$ cat config.mk
export PLATFORM = sky130hd
export DESIGN_NAME = vic_raster_timer
export DESIGN_NICKNAME = d
export VERILOG_FILES = /design/src/rtl/vic_raster_timer.sv
export SDC_FILE = /design/constraint.sdc
export NUM_CORES = 1
export LEC_CHECK = 0
export BUFFER_PORTS_ARGS = -buffer_cell sky130_fd_sc_hd__buf_2
export CORE_MARGIN = 5
export CORE_UTILIZATION = 49
export DETAILED_ROUTE_END_ITERATION = 10
export HOLD_SLACK_MARGIN = 0.03
export PLACE_DENSITY = 0.77
export SLEW_MARGIN = 25
export SYNTH_ARGS = -nofsm -noshare
export SYNTH_HDL_FRONTEND = slang
export SYNTH_SLANG_ARGS = --single-unit
$ cat constraint.sdc
create_clock -name clk -period 2.5 [get_ports clk]
set_input_delay 0.5 -clock clk [delete_from_list [all_inputs] [get_ports clk]]
set_output_delay 0.5 -clock clk [all_outputs]
set_load 0.03 [all_outputs]
$ cat src/rtl/vic_raster_timer.sv
// Beam position and bus timing for the PAL VIC-II: dot/cycle/line counters, phi0,
// raster-compare IRQ and bad-line flag. All outputs registered, no backpressure.
module vic_raster_timer #(
    parameter int DOTS_PER_CYCLE  = 8,
    parameter int CYCLES_PER_LINE = 63,
    parameter int LINES_PER_FRAME = 312
) (
    input  logic       clk,
    input  logic       reset,
    input  logic       i_dotEn,
    input  logic [8:0] i_cmpValue,
    input  logic       i_cmpWe,
    input  logic       i_irqAck,
    input  logic [2:0] i_yscroll,
    input  logic       i_den,
    output logic       o_phi0,
    output logic       o_phi0Rise,
    output logic [2:0] o_dot,
    output logic [5:0] o_cycle,
    output logic [8:0] o_xpos,
    output logic [8:0] o_rasterLine,
    output logic       o_lineStart,
    output logic       o_frameStart,
    output logic       o_irq,
    output logic       o_badLine
);
    localparam logic [2:0] DOT_LAST  = 3'(DOTS_PER_CYCLE - 1);
    localparam logic [2:0] DOT_HALF  = 3'(DOTS_PER_CYCLE / 2);
    localparam logic [5:0] CYC_LAST  = 6'(CYCLES_PER_LINE - 1);
    localparam logic [8:0] LINE_LAST = 9'(LINES_PER_FRAME - 1);
    localparam logic [8:0] DEN_LINE  = 9'h030;
    localparam logic [8:0] BAD_FIRST = 9'h030;
    localparam logic [8:0] BAD_LAST  = 9'h0F7;

    logic [2:0] dot_q, dot_d;
    logic [5:0] cycle_q, cycle_d;
    logic [8:0] line_q, line_d;
    logic [8:0] cmp_q;
    logic       den_q, den_d;
    logic       dot_wrap, cyc_wrap, line_inc, line_wrap;
    logic       irq_set;

    always_comb begin
        dot_wrap  = (dot_q == DOT_LAST);
        cyc_wrap  = dot_wrap && (cycle_q == CYC_LAST);
        line_inc  = i_dotEn && cyc_wrap;
        line_wrap = line_inc && (line_q == LINE_LAST);

        dot_d   = dot_q;
        cycle_d = cycle_q;
        line_d  = line_q;
        if (i_dotEn) begin
            dot_d = dot_wrap ? 3'd0 : dot_q + 3'd1;
            if (dot_wrap)
                cycle_d = cyc_wrap ? 6'd0 : cycle_q + 6'd1;
            if (cyc_wrap)
                line_d = (line_q == LINE_LAST) ? 9'd0 : line_q + 9'd1;
        end

        // DEN is sampled on every clk of line 0x30, not only on dot enables
        den_d = den_q;
        if (line_wrap)
            den_d = 1'b0;
        else if (line_q == DEN_LINE && i_den)
            den_d = 1'b1;

        // Compare against the pre-write register; a rewrite of the same value is silent
        irq_set = (line_inc && line_d == cmp_q)
               || (i_cmpWe && i_cmpValue == line_q && i_cmpValue != cmp_q);
    end

    always_ff @(posedge clk or posedge reset) begin
        if (reset) begin
            dot_q        <= '0;
            cycle_q      <= '0;
            line_q       <= '0;
            cmp_q        <= '0;
            den_q        <= 1'b0;
            o_phi0       <= 1'b0;
            o_phi0Rise   <= 1'b0;
            o_xpos       <= '0;
            o_lineStart  <= 1'b0;
            o_frameStart <= 1'b0;
            o_irq        <= 1'b0;
            o_badLine    <= 1'b0;
        end else begin
            dot_q        <= dot_d;
            cycle_q      <= cycle_d;
            line_q       <= line_d;
            den_q        <= den_d;
            if (i_cmpWe)
                cmp_q <= i_cmpValue;
            o_phi0       <= (dot_d >= DOT_HALF);
            o_phi0Rise   <= i_dotEn && (dot_d == DOT_HALF);
            o_xpos       <= 9'(cycle_d) * 9'(DOTS_PER_CYCLE) + 9'(dot_d);
            o_lineStart  <= line_inc;
            o_frameStart <= line_wrap;
            if (irq_set)
                o_irq <= 1'b1;
            else if (i_irqAck)
                o_irq <= 1'b0;
            o_badLine    <= (line_d >= BAD_FIRST) && (line_d <= BAD_LAST)
                         && (line_d[2:0] == i_yscroll)
                         && (den_d || (i_den && line_d == DEN_LINE));
        end
    end

    assign o_dot        = dot_q;
    assign o_cycle      = cycle_q;
    assign o_rasterLine = line_q;

endmodule

; After elaboration in Yosys (flattened, before gate mapping)
; Cells that the tools add are included.
[word_totals]
ff_bits = 43
latchBits = 0
ramBits = 0
rom_bits = 0
input_bits = 18
output_inout_bits = 33
mem_count = 0
[op_classes]
addsub = 4
multipliers = 0
n_div = 0
order_cmp = 3
eq_ne = 10
shifts = 0
muxes = 12
n_bitwise = 0
n_reduce_logical = 15
[op_table]
columns = op, count
row1 = two-way mux 9 bit, 3
row2 = equality test 9 x 6 -> 1 bit (second input constant), 2
row3 = equality test 9 bit, 2
row4 = two-way mux 6 bit, 3
row5 = logical AND 1 bit, 12
row6 = adder 9 x 1 -> 9 bit (second input constant), 1
row7 = adder 9 x 3 -> 9 bit, 1
row8 = equality test 9 bit (second input constant), 1
row9 = greater-or-equal comparator 9 x 6 -> 1 bit (second input constant), 1
row10 = less-or-equal comparator 9 x 8 -> 1 bit (second input constant), 1
row11 = inequality test 9 bit, 1
row12 = adder 6 x 1 -> 6 bit (second input constant), 1
row13 = equality test 3 bit (second input constant), 2
row14 = equality test 6 bit (second input constant), 1
row15 = two-way mux 3 bit, 2
row16 = two-way mux 1 bit, 4
row17 = adder 3 x 1 -> 3 bit (second input constant), 1
row18 = equality test 3 bit, 1
row19 = greater-or-equal comparator 3 bit (second input constant), 1
row20 = logical OR 1 bit, 2
row21 = nonzero test 2 bit, 1

; Depth between registers and ports, before layout
[depth]
word_depth = 8
ltp_mapped = 10

; Least setup slack after synthesis
; Ideal clock, no wire load.
[synth_timing]
path_type = register to register
start = reg dot_q[0] (netlist: o_dot[0])
end = reg o_badLine
arrival_ps = 2576
required_ps = 2413
setup_slack_ps = -163
stages_incl_launch_ff = 9
path_buffers = 0
synth_period_minus_slack_ps = 2663
path_cell_list = dfrtp_1 -> ha_1 -> ha_1 -> nand4_2 -> or4_4 -> a222oi_1 -> nor3_1 -> a2111o_1 -> a211oi_2
[synth_via]
elab_chain_cells = 8
[synth_rtl]
columns = element, line_no
row1 = from (decl), 35  ; logic [2:0] dot_q, dot_d;
row2 = from (signal assigned), 87  ; dot_q <= dot_d;
row3 = equality test 3 bit *, 44  ; dot_wrap = (dot_q == DOT_LAST);
row4 = logical AND 1 bit *, 45  ; cyc_wrap = dot_wrap && (cycle_q == CYC_LAST);
row5 = two-way mux 9 bit, 56  ; if (cyc_wrap)
row6 = two-way mux 9 bit, 52  ; if (i_dotEn) begin
row7 = greater-or-equal comparator 9 x 6 -> 1 bit (tied with other cells), 102  ; o_badLine <= (line_d >= BAD_FIRST) && (line_d <= BAD_LAST)
row8 = "logical AND 1 bit, on equally long branches", "102, 104"
row9 = logical AND 1 bit / logical OR 1 bit (equally long branches), "103, 104"
row10 = logical AND 1 bit *, 104  ; && (den_d || (i_den && line_d == DEN_LINE));
row11 = to (signal assigned), 102
row12 = to (decl), 25  ; output logic o_badLine
; Every way passes the cells marked *; elsewhere a longest branch is shown, timed or not.
; A chain may end at the register's enable or synchronous reset.

; Worst setup path in the final report
[layout_timing]
start = reg dot_q[1] (netlist: o_dot[1])
end = reg o_badLine
; The elaborated chain is that of the path after synthesis.

==> impl_metrics.toml <==
[sta]
fin_crit_sh = 0.963
worstMarginPinSlew_ps = 430
hold_viol = 0
fin_crit_ps = 2410
slew_viol_final = 0
finalSetupTns_ps = 0
setup_violations = 0
slew_headroom = 0.713
rsz0062_at_grt = "no"
fin_worst_skew_ps = 7.53
clock.fmax_ghz = 0.415

[clock_tree]
post_cts_buffers = 0
htreeDepth = 2
tritoncts = "done"
clkTransAtPathRegs_ps = 70
cts_buffers = 5
clock-sinks = 33
cts_resized = 0
clk-insertion-delay-late_ps = 290
clockBufferDepth = 2
ctsHoldBuffers = 0
cts_root_buf = "clkbuf_8"

[pwr]
power_density_nw_per_um2 = 698
max-vdd-ir-drop_uv = 397
leakage_nw = 1.22

[drt]
drt-total-wl_um = 5630
dr_total_vias = 1848
drtIter0Drc = 208
postRouteAntennaNets = 0
remaining_drc_errors = 0
routedWlPerCell_um = 17.6
firstDrtPassIters = 4
vias_per_cell = 5.78

[yosys]
synth_edf_count = 0
yosysTopAreaCell = "dfrtp_1"
netlist_area_sq_um = 2170
yosys_most_used_dff = "dfrtp_1"
yosysMostFrequentCell = "dfrtp_1"
synth.avg_cell_area_sq_um = 10.1
async_reset_ff_frac = 1.00
yosysWarningCount = 0
synth_common_cells = "33 x dfrtp_1, 17 x xor2_1, 14 x buf_4, 14 x xnor2_1, 11 x nand2_1"
ys_seq_elements = 33
yosysTopAreaCellShare = 0.380
yosys-top-cells-area = "dfrtp_1 38%, xor2_1 6.9%, xnor2_1 5.6%, mux2_2 5.2%, buf_4 4.8%"
mappedNetlistNets = 240
netlist_instances = 216
synth.distinct_cells = 54
ys_seq_area_frac = 0.380

[die]
fp.dieH_um = 76.6
num_rows = 24
die_w_um = 76.6
start_util = 0.503
ios = 51
coreArea_sq_um = 4320
die_area_sq_um = 5870

[global_routing]
first_global_vias = 1834
grt_pass1_wl_um = 9440
grt_max_degree = 34
grt_usage = 0.198
grt_antenna_before_repair = 0
grt_use_met2 = 0.306
grt_use_met3 = 0.0473
grt_util_met1 = 0.272
grt-ovfl-total = 0
grt_busiest_layer = "met2"

[setup_path]
critPathLaunchType = "flip-flop"
worst_setup_path_end_kind = "flip-flop"
arrival_ps = 2610
required_ps = 2700
crit_fanout = 4
critPathKind = "reg2reg"

[finish]
fillers = 376
antenna_cells = 0
drive_above_1_share = 0.388
fin_nets = 291
stdcell_area_sq_um = 2640
areaGrowthSynthToFinish_pct = 21.2
fin_util = 0.609

[placement]
portBuffers = 50
dp_hpwl_um = 4170
gp_congestion = 0.973
dpl-instance-area_sq_um = 2480

[hold_path]
hold_path_class = "in2async"

[run]
max-cap-violations = 0

[run_status]
status = "completed"
==> sequential cells by signal, summed over array words and instances (netlist names) <==
signal	count
den_q	1
o_frameStart	1
o_cycle	6
o_xpos	1
o_badLine	1
o_lineStart	1
cmp_q	9
o_rasterLine	9
o_phi0Rise	1
o_irq	1
o_dot	2
==> cell usage in the layout, fill, tap and decap left out, drive strengths merged, types with 2 or more instances in the layout <==
cell and instances:
buf 64, dfrtp 33, xor2 18, xnor2 14, nand2 12, inv 11, nand3 11, o21ai 11
mux2 10, clkbuf 7, nor4 7, nor2 6, nand4 6, ha 6, nor3 5, or3 5
o31ai 4, a21oi 4, a31oi 4, and3 2, o22ai 2, o31a 2, nor4b 2, o211ai 2
o2111ai 2, or4 2
==> worst max-delay path, cell delays in order, from the launching register on <==
cell      delay [ps]
dfrtp_2          400
ha_4             140
ha_4             150
nand4_4          110
or4_4            540
a222oi_1         420
nor3_1           100
a2111o_1         310
a211oi_2         150
==> power by group <==
part / internal, mW / switching [mW] / leakage (nW) / total, mW
registers: 0.605 / 0.0905 / 0.402 / 0.695
logic: 0.270 / 0.421 / 0.765 / 0.691
clock network: 0.249 / 0.205 / 0.0542 / 0.454
==> per-stage QoR <==
step / setup slack (ps) / power, mW / instances / hold WS [ps]
2_1_floorplan: 5.11 / 1.20 / 216 / 516
3_3_place_gp: 125 / 1.34 / 312 / 495
3_5_place_dp: 60.7 / 1.36 / 312 / 496
4_1_cts: 38.9 / 1.81 / 320 / 302
5_1_grt: 1.07 / 1.94 / 320 / 341
6_report: 91.6 / 1.84 / 320 / 285
==> logic make-up (layout without fill, tap and decap cells) <==
logic type,after synthesis,in the layout,synth area share
compound gates,40,40,0.127
xor+xnor,33,33,0.143
fa+ha+maj,6,6,0.0345
buf+inv,31,83,0.0835
flops,33,33,0.380
mux,11,11,0.0564
simple gates,62,62,0.176
==> final cells by class <==
cell class	count	area [sq um]	area share
multi-input cells	152	1240	0.472
flip-flops and latches	33	830	0.315
repair buffers	64	355	0.135
clock buffers	7	96.3	0.0366
well taps	52	65.1	0.0247
inverters	11	41.3	0.0157
clock inverters	1	5.00	0.00190
==> per-layer routing <==
layer / up-vias / wire length (um) / share of wire
li1: 879 / - / -
met1: 885 / 2400 / 0.43
met2: 74 / 2710 / 0.48
met3: 10 / 437 / 0.078
met4: 0 / 89 / 0.016
met5: - / 0 / 0
==> path summary, 6_finish.rpt <==
kind | to | cells past startpoint | startpoint | slack (ps)
max in group asynchronous | o_rasterLine[3]$_DFF_PP0_ | 3 | reset | 1880
hold reg to reg | o_irq$_DFFE_PP0P_ | 2 | o_irq$_DFFE_PP0P_ | 520
hold / removal | o_cycle[0]$_DFFE_PP0P_ | 3 | reset | 280
min in group clk | cmp_q[8]$_DFFE_PP0P_ | 3 | i_cmpValue[8] | 470
setup / recovery | o_badLine$_DFF_PP0_ | 8 | o_dot[1]$_DFF_PP0_ | 90
setup reg to reg | o_badLine$_DFF_PP0_ | 8 | o_dot[1]$_DFF_PP0_ | 90
Power figures use the tool's default switching activity.
